===== src/rtl/pipe_ctrl_pkg.sv =====
// ============================================================================
//  Package     : pipe_ctrl_pkg
//  Description : Shared types and helpers for the pipeline hazard controller.
//  Revision    : 1.0 - initial release
// ============================================================================
`default_nettype none

package pipe_ctrl_pkg;

    localparam int REG_W = 5;

    typedef enum logic [1:0] {
        RUN   = 2'd0,
        MWAIT = 2'd1,
        HALT  = 2'd2
    } ctrl_state_t;

    typedef struct packed {
        logic stall_f;
        logic stall_d;
        logic stall_e;
        logic stall_m;
        logic flush_d;
        logic flush_e;
        logic flush_w;
    } ctrl_out_t;

    // Normal-flow controls: a taken branch kills the Decode instruction, so it
    // takes precedence over any load-use stall on that same instruction.
    function automatic ctrl_out_t run_outputs(input logic lu, input logic pc_src);
        ctrl_out_t w_o;
        w_o = '0;
        if (pc_src) begin
            w_o.flush_d = 1'b1;
            w_o.flush_e = 1'b1;
        end else if (lu) begin
            w_o.stall_f = 1'b1;
            w_o.stall_d = 1'b1;
            w_o.flush_e = 1'b1;
        end
        return w_o;
    endfunction

    // Whole pipe frozen with a bubble pushed into Writeback.
    function automatic ctrl_out_t freeze_outputs();
        ctrl_out_t w_o;
        w_o         = '0;
        w_o.stall_f = 1'b1;
        w_o.stall_d = 1'b1;
        w_o.stall_e = 1'b1;
        w_o.stall_m = 1'b1;
        w_o.flush_w = 1'b1;
        return w_o;
    endfunction

endpackage

`default_nettype wire


===== src/rtl/hazard_detect.sv =====
// ============================================================================
//  Module      : hazard_detect
//  Description : Combinational load-use hazard comparator (Execute vs Decode).
//  Revision    : 1.0 - initial release
// ============================================================================
`default_nettype none

module hazard_detect
    import pipe_ctrl_pkg::*;
(
    input  logic [REG_W-1:0] i_rs1_d,
    input  logic [REG_W-1:0] i_rs2_d,
    input  logic [REG_W-1:0] i_rd_e,
    input  logic             i_load_e,
    output logic             o_lu
);

    logic w_rd_nz;
    logic w_match;

    // x0 is hard-wired zero, so a load targeting it never creates a dependency.
    assign w_rd_nz = |i_rd_e;
    assign w_match = (i_rd_e == i_rs1_d) || (i_rd_e == i_rs2_d);
    assign o_lu    = i_load_e & w_rd_nz & w_match;

endmodule

`default_nettype wire


===== src/rtl/pipe_hazard_ctrl.sv =====
// ============================================================================
//  Module      : pipe_hazard_ctrl
//  Description : Stall/flush sequencer for the 5-stage pipeline registers.
//  Revision    : 1.0 - initial release
// ============================================================================
`default_nettype none

module pipe_hazard_ctrl
    import pipe_ctrl_pkg::*;
#(
    parameter int TIMEOUT = 16,
    parameter int CNT_W   = 16
) (
    input  logic             clk,
    input  logic             reset,
    input  logic [REG_W-1:0] i_rs1_d,
    input  logic [REG_W-1:0] i_rs2_d,
    input  logic [REG_W-1:0] i_rd_e,
    input  logic             i_load_e,
    input  logic             i_pc_src_e,
    input  logic             i_mem_req_m,
    input  logic             i_mem_ready_m,
    input  logic             i_halt_req,
    output logic             o_stall_f,
    output logic             o_stall_d,
    output logic             o_stall_e,
    output logic             o_stall_m,
    output logic             o_flush_d,
    output logic             o_flush_e,
    output logic             o_flush_w,
    output logic             o_halted,
    output logic             o_err,
    output logic [CNT_W-1:0] o_stall_cnt
);

    localparam int                c_WAIT_W    = $clog2(TIMEOUT);
    localparam logic [c_WAIT_W-1:0] c_WAIT_LAST = c_WAIT_W'(TIMEOUT - 1);
    localparam logic [c_WAIT_W-1:0] c_WAIT_ONE  = c_WAIT_W'(1);

    ctrl_state_t         r_state;
    ctrl_state_t         w_state_nxt;
    logic [c_WAIT_W-1:0] r_wait_cnt;
    logic [c_WAIT_W-1:0] w_wait_nxt;
    logic                r_err;
    logic                w_err_set;
    logic [CNT_W-1:0]    r_stall_cnt;
    logic                w_lu;
    logic                w_ms;
    logic                w_mem_done;
    ctrl_out_t           w_ctrl;

    hazard_detect u_hazard_detect (
        .i_rs1_d  (i_rs1_d),
        .i_rs2_d  (i_rs2_d),
        .i_rd_e   (i_rd_e),
        .i_load_e (i_load_e),
        .o_lu     (w_lu)
    );

    // A ready strobe only counts while a request is actually outstanding.
    assign w_ms       = i_mem_req_m & ~i_mem_ready_m;
    assign w_mem_done = i_mem_req_m &  i_mem_ready_m;

    always_ff @(posedge clk or posedge reset) begin
        if (reset) begin
            r_state <= RUN;
        end else begin
            r_state <= w_state_nxt;
        end
    end

    always_comb begin
        w_state_nxt = r_state;
        w_wait_nxt  = r_wait_cnt;
        w_err_set   = 1'b0;
        case (r_state)
            RUN: begin
                if (w_ms) begin
                    w_state_nxt = MWAIT;
                    w_wait_nxt  = c_WAIT_ONE;
                end else if (i_halt_req) begin
                    w_state_nxt = HALT;
                end
            end
            MWAIT: begin
                if (w_mem_done) begin
                    w_state_nxt = RUN;
                    w_wait_nxt  = '0;
                end else if (r_wait_cnt == c_WAIT_LAST) begin
                    w_state_nxt = HALT;
                    w_wait_nxt  = '0;
                    w_err_set   = 1'b1;
                end else begin
                    w_wait_nxt  = r_wait_cnt + 1'b1;
                end
            end
            HALT: begin
                w_state_nxt = HALT;
            end
            default: begin
                w_state_nxt = RUN;
                w_wait_nxt  = '0;
            end
        endcase
    end

    // The completing MWAIT cycle already behaves like RUN so the pipe restarts
    // without a dead cycle.
    always_comb begin
        w_ctrl = '0;
        if (!reset) begin
            case (r_state)
                RUN:     w_ctrl = w_ms ? freeze_outputs() : run_outputs(w_lu, i_pc_src_e);
                MWAIT:   w_ctrl = w_mem_done ? run_outputs(w_lu, i_pc_src_e) : freeze_outputs();
                HALT:    w_ctrl = freeze_outputs();
                default: w_ctrl = '0;
            endcase
        end
    end

    always_ff @(posedge clk or posedge reset) begin
        if (reset) begin
            r_wait_cnt  <= '0;
            r_err       <= 1'b0;
            r_stall_cnt <= '0;
        end else begin
            r_wait_cnt <= w_wait_nxt;
            if (w_err_set) begin
                r_err <= 1'b1;
            end
            if (w_ctrl.stall_f && (r_stall_cnt != '1)) begin
                r_stall_cnt <= r_stall_cnt + 1'b1;
            end
        end
    end

    assign o_stall_f   = w_ctrl.stall_f;
    assign o_stall_d   = w_ctrl.stall_d;
    assign o_stall_e   = w_ctrl.stall_e;
    assign o_stall_m   = w_ctrl.stall_m;
    assign o_flush_d   = w_ctrl.flush_d;
    assign o_flush_e   = w_ctrl.flush_e;
    assign o_flush_w   = w_ctrl.flush_w;
    assign o_halted    = (r_state == HALT);
    assign o_err       = r_err;
    assign o_stall_cnt = r_stall_cnt;

endmodule

`default_nettype wire

===== config.mk =====
export PLATFORM = sky130hd
export DESIGN_NAME = pipe_hazard_ctrl
export DESIGN_NICKNAME = d
export VERILOG_FILES = /design/src/rtl/pipe_ctrl_pkg.sv /design/src/rtl/hazard_detect.sv /design/src/rtl/pipe_hazard_ctrl.sv
export SDC_FILE = /design/constraint.sdc
export NUM_CORES = 1
export LEC_CHECK = 0
export BUFFER_PORTS_ARGS = -buffer_cell sky130_fd_sc_hd__buf_2
export CAP_MARGIN = 30
export CORE_MARGIN = 2
export CORE_UTILIZATION = 35
export DETAILED_ROUTE_END_ITERATION = 6
export PLACE_DENSITY = 0.59
export SYNTH_ARGS = -nofsm -noshare
export SYNTH_HDL_FRONTEND = slang
export SYNTH_SLANG_ARGS = --single-unit

===== constraint.sdc =====
create_clock -name clk -period 5.85 [get_ports clk]
set_input_delay 1.17 -clock clk [delete_from_list [all_inputs] [get_ports clk]]
set_output_delay 1.17 -clock clk [all_outputs]
set_load 0.02 [all_outputs]

# Word-level counts from Yosys, hierarchy flattened
# Cells that the tools add are included.
# word_totals
ff_bits,23
input_bits,22
output_inout_bits,25
wordCells,48
# classes
n_addsub,2
n_eq_ne,9
muxes,21
bitwise_logic,6
n_reduce_logical,6
# op_table
operator,n
$mux 7,3
$pmux 7 s3,1
$add 16x1->16 const B,1
$ne 16x16->1 const B,1
$mux 2,6
$mux 4,3
$pmux 4 s3,1
$eq 5x5->1,2
$mux 1,6
$ne 3x3->1 const B,2
$pmux 2 s3,1
$reduce_or 5->1,1
$add 4x1->4 const B,1
$and 1x1->1,4
$eq 4x4->1 const B,1
$reduce_and 2->1,2
$eq 2x1->1 const B,1
$eq 2x2->1 const B,1
$logic_not 2->1,1
$ne 2x2->1 const B,1
$not 1->1,2
$logic_and 1x1->1,1
$logic_or 1x1->1,1

# Depth between registers and ports, before layout
# Gate-level depths: netlist (run 1).
# logic_depth
depth_word,9
depth_mapped,8
ltp_nobuf,7

# Modules after synthesis
# From an unflattened synthesis (run 1), not the netlist that was laid out.
# hier_totals
cells_unflattened,135
area_unflattened_um2,1335.0
# by_module_without_submodules
mod,instances,cells_per_inst,area_each_um2,seq_area_each_um2
pipe_hazard_ctrl,1,118,1209.9,575.6
hazard_detect,1,17,125.1,0.0

# Worst setup path after synthesis (run 1)
# No wires, ideal clock.
# synth_timing
path_type,input -> output
startpoint,input i_rd_e[3]
endpoint,output o_stall_f
arrival_ns,2.566
required_ns,4.680
setup_slack_ns,2.114
path_stages,5
n_path_buf,1
path_cell_list,xor2_1 -> nor3_1 -> a22oi_1 -> o32ai_2 -> buf_4
# synth_via
elab_chain_cells,8
elab_cells_between_ends,12
cone_classes,2 x eq/ne; 6 x mux; 2 x bitwise; 2 x reduce/logical
# synth_lines
item,line_no,source
start: declaration,pipe_hazard_ctrl.sv:18,"input logic [REG_W-1:0] i_rd_e,"
$reduce_or 5->1 or $eq 5x5->1 (tied branches),"hazard_detect.sv:22, hazard_detect.sv:23",
$and 1x1->1 or $logic_or 1x1->1 (tied branches),"hazard_detect.sv:24, hazard_detect.sv:23",
$and 1x1->1 *,hazard_detect.sv:24,assign o_lu = i_load_e & w_rd_nz & w_match;
$mux 2 *,pipe_ctrl_pkg.sv:36,end else if (lu) begin
$mux 2 *,pipe_ctrl_pkg.sv:33,if (pc_src) begin
$mux 7 (on tied branches),"pipe_hazard_ctrl.sv:114, pipe_hazard_ctrl.sv:113",
$pmux 7 s3 *,pipe_hazard_ctrl.sv:112,case (r_state)
$mux 7 *,pipe_hazard_ctrl.sv:111,if (!reset) begin
end: declaration,pipe_hazard_ctrl.sv:24,"output logic o_stall_f,"
# Mark *: on every way between the ends. The rest lies on a longest branch, timed or not.

# Worst setup path in the final report (run 1)
# layout_timing
startpoint,input i_rd_e[3]
endpoint,output o_stall_d
# layout_via
elab_chain_cells,8
elab_cells_between_ends,12
cone_classes,2 x eq/ne; 6 x mux; 2 x bitwise; 2 x reduce/logical
# layout_lines
item,line_no,source
$reduce_or 5->1 or $eq 5x5->1 (tied branches),"hazard_detect.sv:22, hazard_detect.sv:23",
$and 1x1->1 or $logic_or 1x1->1 (tied branches),"hazard_detect.sv:24, hazard_detect.sv:23",
$and 1x1->1 *,hazard_detect.sv:24,
$mux 2 *,pipe_ctrl_pkg.sv:36,
$mux 2 *,pipe_ctrl_pkg.sv:33,
$mux 7 (on tied branches),"pipe_hazard_ctrl.sv:114, pipe_hazard_ctrl.sv:113",
$pmux 7 s3 *,pipe_hazard_ctrl.sv:112,
$mux 7 *,pipe_hazard_ctrl.sv:111,
end: declaration,pipe_hazard_ctrl.sv:25,"output logic o_stall_d,"
# Marks and branches as above.

==> results.cfg, run 1 <==
[outcome]
outcome = finished clean

[critical_path]
crit_buf_inv = 2
r2r_cells = 6
cp-startpoint = i_rd_e[3]
r2r_slack_ns = 3.36
end_kind = primary output
cp.arrival_ns = 2.74
reg2reg_to = o_stall_cnt[1]$_DFFE_PP0P_
path_class = input pin to primary output
slowest_delay_ns = 0.65
cp.required_ns = 4.68
crit_chain = buf_2, xor2_1, nor3_1, a22oi_1, o32ai_2, buf_2
crit_slowest_cell = o32ai_2
crit_fanout = 10
critPathLaunchType = input pin
cpMostUsedCell = buf_2
regToRegStartpoint = o_stall_cnt[0]$_DFFE_PP0P_
cp_top_family = compound AO/OA/AOI/OAI gates

[routing]
wire_per_inst_microns = 12.6
postRouteAntennaNets = 0
drc = 0
dr.first_iter.drc_count = 36
vias = 1168
dr.pass1.iters = 5
vias_per_cell = 5.01
wl_microns = 2950

[clock_network]
cts_buffers = 3
cts_tree = done
hold_buffers = 0
cts_root_buf = clkbuf_8
post_cts_buffers = 0
clk_pin_slew_ns = 0.08
cts.sinks = 23
clk_latency_ns = 0.26
cts_resized = 0
h-tree-depth = 1
clk_path_buf_depth = 2

[yosys]
ys_top_cells_by_area = dfrtp_1, xor2_1, xnor2_1
synth-warning-count = 0
yosys_register_bits = 23
synth_top_area_cell = dfrtp_1
ys_types = 38
synth_fp_nets = 164
synthesis.instances = 140
synth_ff_type = dfrtp_1
synthesis.area_sq_mm = 0.00135
synth_seq_area_share_pct = 42.6
avgSynthCellArea_sq_um = 9.66
synth_top_cell_area_share_pct = 42.6
async_reset_ff_share_pct = 100
synth_edf_count = 0

[sta]
timing.fmax_mhz = 256
finalCritPeriodShare_pct = 66.8
rsz0062_at_grt = no
final_max_slew_viol_count = 0
finalHoldViolations = 0
fin_hold_ws_ns = 0.457
finalSetupViolCount = 0
worst_pin_slew_ns = 0.872
setup_tns_ns = 0
min_period_ns = 3.91
slew_headroom_pct = 41.8
finClkSkew_ns = 0.00372

[worst_hold_path]
whs_endpoint = o_err$_DFFE_PP0P_
hp-start = o_err$_DFFE_PP0P_
hold_path.class = flop to flop
whs_path_depth = 1

[layout]
instances_no_fill = 233
design_area_sq_mm = 0.00164
nFillCells = 388
antenna_cells = 0
regArea_sq_um = 576
drive_gt1_share_pct = 30.8
multiInputGateArea_sq_um = 709
area_growth_syn_to_layout_pct = 21.5
final_nets = 210

[die]
ioPinCount = 47
fp.dieH_microns = 66.2
dieArea_sq_mm = 0.00438
coreArea_sq_mm = 0.00369
num_rows = 22
start_util_pct = 36.7
dieWidth_microns = 66.2

[power_and_ir_drop]
leakagePower_nw = 0.805
max-vdd-ir-drop_mv = 0.212
pwr_density_cell_mw_per_mm2 = 338
power_mw = 0.555

[placement]
portBuffers = 46
dp_hpwl_microns = 2290
dpl.cell_count = 229
gp_congestion = 0.745
placed_cell_area_sq_mm = 0.00160

[grt]
grt_pass1_vias = 1114
use_met1_pct = 16.7
grt_max_degree = 24
grt-busiest-layer = met2
grt_pass1_wl_microns = 4860
grt_use_total_pct = 14.4
use_met3_pct = 2.56
antenna_found_initial = 0
met2_usage_pct = 26.0
grt_overflow = 0

[job]
max_cap_violations = 0
[where the power goes]
group | leakage, nW | switching, mW | internal (mW)
clock | 0.0228 | 0.0497 | 0.0485
combinational | 0.485 | 0.131 | 0.0811
sequential | 0.297 | 0.0502 | 0.194
[per-layer routing]
metal  wire length [microns]  up-vias
met2                    1450       32
met4                      20        0
met1                    1300      558
li1                        -      576
met5                       0        -
met3                     175        2
[cell usage after synthesis, types with 2 or more instances]
library cell  instances
o21a_1                2
xor2_1               16
buf_4                 3
o21ai_0               5
buf_6                 2
nor2_1               12
ha_1                  2
dfrtp_1              23
xnor2_1               8
nor3_1                5
nand3_1               7
and2_1                2
or3_1                 2
a21o_1                2
nor3_2                4
inv_1                 6
nand4_1               4
a21oi_1               7
nand2_1               9
[cell usage in the layout (no fill, tap or decap)]
master,instances
buf_2,46
dfrtp_1,23
xor2_1,16
nor2_1,12
nand2_1,9
xnor2_1,8
a21oi_1,7
nand3_1,7
inv_1,6
nor3_1,5
o21ai_0,5
nand4_1,4
nor3_2,4
clkbuf_8,3
and2_1,2
a21o_1,2
or3_1,2
o21a_1,2
ha_1,2
a22oi_1,1
or4_1,1
o21ai_1,1
a211o_1,1
or2_2,1
nor2b_1,1
o32ai_2,1
nand4_2,1
nor4_1,1
nand4b_1,1
and3_1,1
nand2b_1,1
o2bb2ai_1,1
nand3b_1,1
a21boi_0,1
and3_2,1
o22ai_1,1
a22o_1,1
mux2_1,1
clkbuf_1,1
[how the worst max path moves through the flow]
| stage | endpoint | slack [ns] | cells past startpoint |
|---|---|---|---|
| detailed placement | o_stall_d | 1.91 | 6 |
| CTS | o_stall_d | 1.90 | 6 |
| global placement | o_stall_d | 1.97 | 6 |
| global route | o_stall_d | 1.79 | 6 |
| finish | o_stall_d | 1.94 | 6 |
| floorplan | o_stall_f | 2.11 | 5 |
[layout make-up]
type / count / area share [%]
Tap cell: 48 / 3.66
Multi-Input combinational cell: 106 / 43.2
Inverter: 6 / 1.37
Timing Repair Buffer: 46 / 14.0
Clock buffer: 4 / 2.74
Sequential cell: 23 / 35.0
[per-stage QoR]
stage               setup slack (ns)  utilization [%]
finish                          1.94             44.5
global route                    1.79             44.5
CTS                             1.90             44.5
detailed placement              1.91             43.3
global placement                1.97             43.3
floorplan                       2.11                -
[sequential cells by signal, indices dropped and copies added, names as in the netlist]
signal / count
o_err: 1
o_stall_cnt: 16
r_state: 2
r_wait_cnt: 4
[cell families (layout without fill, tap and decap cells)]
family                     count (synthesis)  count (layout)  share of synthesized area [%]
AOI/OAI and AO/OA                         24              24                           11.7
DFF                                       23              23                           42.6
buffers and inverters                     11              56                           5.00
muxes                                      1               1                          0.833
xor gates and xnor gates                  24              24                           15.5
adders and majority gates                  2               2                           1.85
and+or+nand+nor                           55              55                           22.5
No activity file was read; power rests on OpenSTA's default activity.
==> inputs of run 2 (changes only) <==
- clock period: 5.85 -> 3.7 ns (I/O delays scaled with it)
==> run 2 against run 1 <==
Sequential cell count unchanged. Routed wire length increased by 0.78%. Total power increased by 59%. Final cell count increased by 0.43%. Final area increased by 0.46%. Clock skew increased by 0.0018 ns. Largest power group unchanged.
==> results.cfg, run 2 (synthesized netlist as in run 1, its figures left out) <==
[clock_network]
cts_resized = 0
h-tree-depth = 1
cts.sinks = 23
clk_latency_ns = 0.27
hold_buffers = 0
post_cts_buffers = 0
cts_tree = done
cts_buffers = 3
clk_pin_slew_ns = 0.08
clk_path_buf_depth = 2
cts_root_buf = clkbuf_8

[die]
fp.dieH_microns = 66.2
dieArea_sq_mm = 0.00438
coreArea_sq_mm = 0.00369
num_rows = 22
dieWidth_microns = 66.2
start_util_pct = 36.7
ioPinCount = 47

[routing]
dr.first_iter.drc_count = 26
drc = 0
wire_per_inst_microns = 12.7
vias_per_cell = 5.03
dr.pass1.iters = 4
postRouteAntennaNets = 0
wl_microns = 2970
vias = 1177

[worst_hold_path]
hold_path.class = flop to flop

[layout]
antenna_cells = 0
layout_common_cells = buf_2, dfrtp_1, xor2_1
nFillCells = 384
final_nets = 211
design_area_sq_mm = 0.00165
largest_reg_flops = 16
instances_no_fill = 234
drive_gt1_share_pct = 31.2
post-route-util_pct = 44.7
final_common_cell = buf_2
area_growth_syn_to_layout_pct = 22.0

[sta]
rsz0062_at_grt = no
finClkSkew_ns = 0.00551
finalHoldViolations = 0
timing.fmax_mhz = 353
min_period_ns = 2.83
fin_hold_ws_ns = 0.453
worst_pin_slew_ns = 0.904
setup_tns_ns = 0
final_max_slew_viol_count = 0
finalSetupViolCount = 0
setup_ws_ns = 0.868
finalCritPeriodShare_pct = 76.5
slew_headroom_pct = 39.7

[grt]
antenna_found_initial = 0
grt_overflow = 0
grt_use_total_pct = 14.3
grt_max_degree = 24
grt_pass1_wl_microns = 4790
grt_pass1_vias = 1068

[critical_path]
path_class = input pin to primary output
crit_buf_inv = 3
end_kind = primary output
cp.arrival_ns = 2.09
crit_slowest_cell = or4_1
cp_top_family = simple AND/OR/NAND/NOR gates
cp.required_ns = 2.96
cpMostUsedCell = buf_2
slowest_delay_ns = 0.51
critPathLaunchType = input pin
crit_fanout = 10
crit_chain = buf_2, or4_1, o21ai_1, o32ai_2, buf_4, buf_2

[outcome]
outcome = finished clean

[placement]
dpl.cell_count = 230
portBuffers = 46
placed_cell_area_sq_mm = 0.00161
gp_congestion = 0.744
dp_slack_ns = 0.853
dp_hpwl_microns = 2280

[power_and_ir_drop]
max-vdd-ir-drop_mv = 0.487
leakagePower_nw = 0.810
pwr_density_cell_mw_per_mm2 = 535
power_mw = 0.883

[job]
max_cap_violations = 0
[run 2: cell count changes in the layout (fill, tap and decap cells not counted)]
cell / previous run / this run
buf_4: 0 / 1
[run 2: cell type report]
class | count | area [sq um] | area share, %
clock buffers | 4 | 45.0 | 2.73
inverters | 6 | 22.5 | 1.36
multi-input cells | 106 | 709 | 43.0
flip-flops and latches | 23 | 576 | 34.9
well taps | 48 | 60.1 | 3.64
repair buffers | 47 | 238 | 14.4
[run 2: final timing paths]
check / start / endpoint / slack, ns / cells after the start
max in group asynchronous: reset / o_stall_cnt[1]$_DFFE_PP0P_ / 2.43 / 2
worst max register to register: o_stall_cnt[0]$_DFFE_PP0P_ / o_stall_cnt[1]$_DFFE_PP0P_ / 1.25 / 6
worst max-delay path: i_rd_e[0] / o_stall_d / 0.87 / 6
worst min register to register: o_err$_DFFE_PP0P_ / o_err$_DFFE_PP0P_ / 0.45 / 1
min in group asynchronous: reset / r_state[1]$_DFFE_PP0P_ / 0.71 / 2
worst min-delay path: o_err$_DFFE_PP0P_ / o_err$_DFFE_PP0P_ / 0.45 / 1
[run 2: routing by layer]
| metal | routed length, microns | track usage (%) | part of all wire (%) | vias to the layer above |
|---|---|---|---|---|
| met2 | 1370 | 24.3 | 46 | 41 |
| met1 | 1360 | 17.7 | 46 | 554 |
| met5 | 0 | 0 | 0 | - |
| met3 | 192 | 3.07 | 6.5 | 5 |
| met4 | 43 | 5.36 | 1.4 | 0 |
| li1 | - | - | - | 577 |
[run 2: power breakdown]
part / switching (mW) / internal (mW)
combinational: 0.209 / 0.132
sequential: 0.0782 / 0.307
clock: 0.0804 / 0.0769
total: 0.368 / 0.516
==> inputs of run 3 (changes only) <==
- clock period: 3.7 -> 2.86 ns (I/O delays scaled with it)
==> run 3 against run 2 <==
Clock power increased by 28%. First-iteration DRC count decreased by 3.8%. Worst setup slack got worse by 0.48 ns. Via count increased by 0.25%. Critical endpoint is now o_flush_e. Largest cell class unchanged.
==> results.cfg, run 3 (synthesized netlist as in run 1, its figures left out) <==
[critical_path]
crit_buf_inv = 2
r2r_cells = 6
critPathLaunchType = input pin
cp.required_ns = 2.29
cp_top_family = simple AND/OR/NAND/NOR gates
crit_slowest_cell = or4_1
r2r_slack_ns = 0.51
cpMostUsedCell = buf_2
regToRegStartpoint = o_stall_cnt[0]$_DFFE_PP0P_
slowest_delay_ns = 0.53
crit_fanout = 3
end_kind = primary output
reg2reg_to = o_stall_cnt[1]$_DFFE_PP0P_
cp.arrival_ns = 1.90
crit_chain = buf_2, or4_1, o21ai_1, nor2_1, o21a_1, buf_2
path_class = input pin to primary output

[sta]
min_period_ns = 2.47
worst_pin_slew_ns = 0.878
rsz0062_at_grt = no
finalCritPeriodShare_pct = 86.3
finalHoldViolations = 0
final_max_slew_viol_count = 0
setup_tns_ns = 0
setup_ws_ns = 0.393
finalSetupViolCount = 0
finClkSkew_ns = 0.00158
timing.fmax_mhz = 405
slew_headroom_pct = 41.4

[clock_network]
cts.sinks = 23
clk_latency_ns = 0.26
clk_pin_slew_ns = 0.08
clk_path_buf_depth = 2
cts_root_buf = clkbuf_8
post_cts_buffers = 0
cts_resized = 0
h-tree-depth = 1
cts_tree = done
hold_buffers = 0
cts_buffers = 3

[grt]
grt_max_degree = 24
antenna_found_initial = 0
grt_overflow = 0
grt_use_total_pct = 15.4
grt_pass1_wl_microns = 5200
grt_pass1_vias = 1174

[power_and_ir_drop]
pwr_density_cell_mw_per_mm2 = 695
switching_share_pct = 42.2
switching_power_mw = 0.487
power.share.sequential_pct = 43.5
power.share.clock_pct = 17.5
leakagePower_nw = 0.817
p_int_mw = 0.666
combPwrFrac_pct = 39.1
max-vdd-ir-drop_mv = 0.508

[routing]
wire_per_inst_microns = 13.4
wl_microns = 3160
dr.pass1.iters = 4
vias = 1180
vias_per_cell = 5.02
dr.first_iter.drc_count = 25
postRouteAntennaNets = 0
drc = 0

[placement]
dpl.cell_count = 231
dp_slack_ns = 0.317
portBuffers = 46
dp_hpwl_microns = 2520
placed_cell_area_sq_mm = 0.00161
gp_congestion = 0.735

[layout]
layout_common_cells = buf_2, dfrtp_1, xor2_1
final_nets = 212
largest_reg_flops = 16
final_common_cell = buf_2
antenna_cells = 0
nFillCells = 378
multiInputGateArea_sq_um = 709
area_growth_syn_to_layout_pct = 22.7
regArea_sq_um = 576
design_area_sq_mm = 0.00166
drive_gt1_share_pct = 32.1
instances_no_fill = 235

[die]
dieArea_sq_mm = 0.00438
fp.dieH_microns = 66.2
coreArea_sq_mm = 0.00369
num_rows = 22
dieWidth_microns = 66.2
ioPinCount = 47
start_util_pct = 36.7

[worst_hold_path]
hp-start = o_err$_DFFE_PP0P_
whs_endpoint = o_err$_DFFE_PP0P_
hold_path.class = flop to flop
whs_path_depth = 1

[outcome]
outcome = finished clean

[job]
max_cap_violations = 0
[run 3: cell type report]
cell class | count | share of cell area (%)
clock buffer | 3 | 2.49
sequential | 23 | 34.7
clock inverter | 1 | 0.302
timing repair buffer | 48 | 14.8
inverter | 6 | 1.36
tap | 48 | 3.62
multi-input combinational | 106 | 42.8
[run 3: power by group through the flow]
| stage | clock network, mW | logic (mW) | registers [mW] |
|---|---|---|---|
| finish | 0.201 | 0.451 | 0.501 |
| global route | 0.227 | 0.498 | 0.519 |
| global placement | 0 | 0.441 | 0.500 |
| floorplan | 0 | 0.279 | 0.540 |
| CTS | 0.209 | 0.459 | 0.502 |
| detailed placement | 0 | 0.455 | 0.508 |
[run 3: routing by layer]
metal  vias up  routed length, microns  GRT usage, %
met5         -                       0             0
met4         0                      20          5.36
met3         2                     161          2.04
li1        579                       -             -
met1       571                    1400          20.2
met2        28                    1580          25.9
[run 3: worst reg2reg max path, delay by kind of cell (launching register included)]
kind                     cells  cell delay [ns]
AO/OA/AOI/OAI                1             0.38
multiplexers                 1             0.37
adder cells (fa/ha/maj)      1             0.23
flip-flops                   1             0.44
AND/OR/NAND/NOR              3             0.82
[run 3: through the flow]
stage	hold WS [ns]	power, mW	utilization (%)
after floorplan	0.442	0.819	-
after global placement	0.432	0.942	43.7
after detailed placement	0.444	0.963	43.7
after CTS	0.463	1.17	45.0
after global routing	0.494	1.24	45.0
final	0.460	1.15	45.0
[run 3: worst max path at each step]
stage,from,end,slack [ns],cells after the start
3_5_place_dp,i_rd_e[0],o_stall_cnt[1]$_DFFE_PP0P_,0.32,6
4_1_cts,i_rd_e[0],o_flush_e,0.37,6
5_1_grt,o_stall_cnt[0]$_DFFE_PP0P_,o_stall_cnt[1]$_DFFE_PP0P_,0.32,6
6_report,i_rd_e[0],o_flush_e,0.39,6
3_3_place_gp,i_rd_e[0],o_stall_cnt[1]$_DFFE_PP0P_,0.43,6
2_1_floorplan,i_rd_e[3],o_stall_f,0.32,5
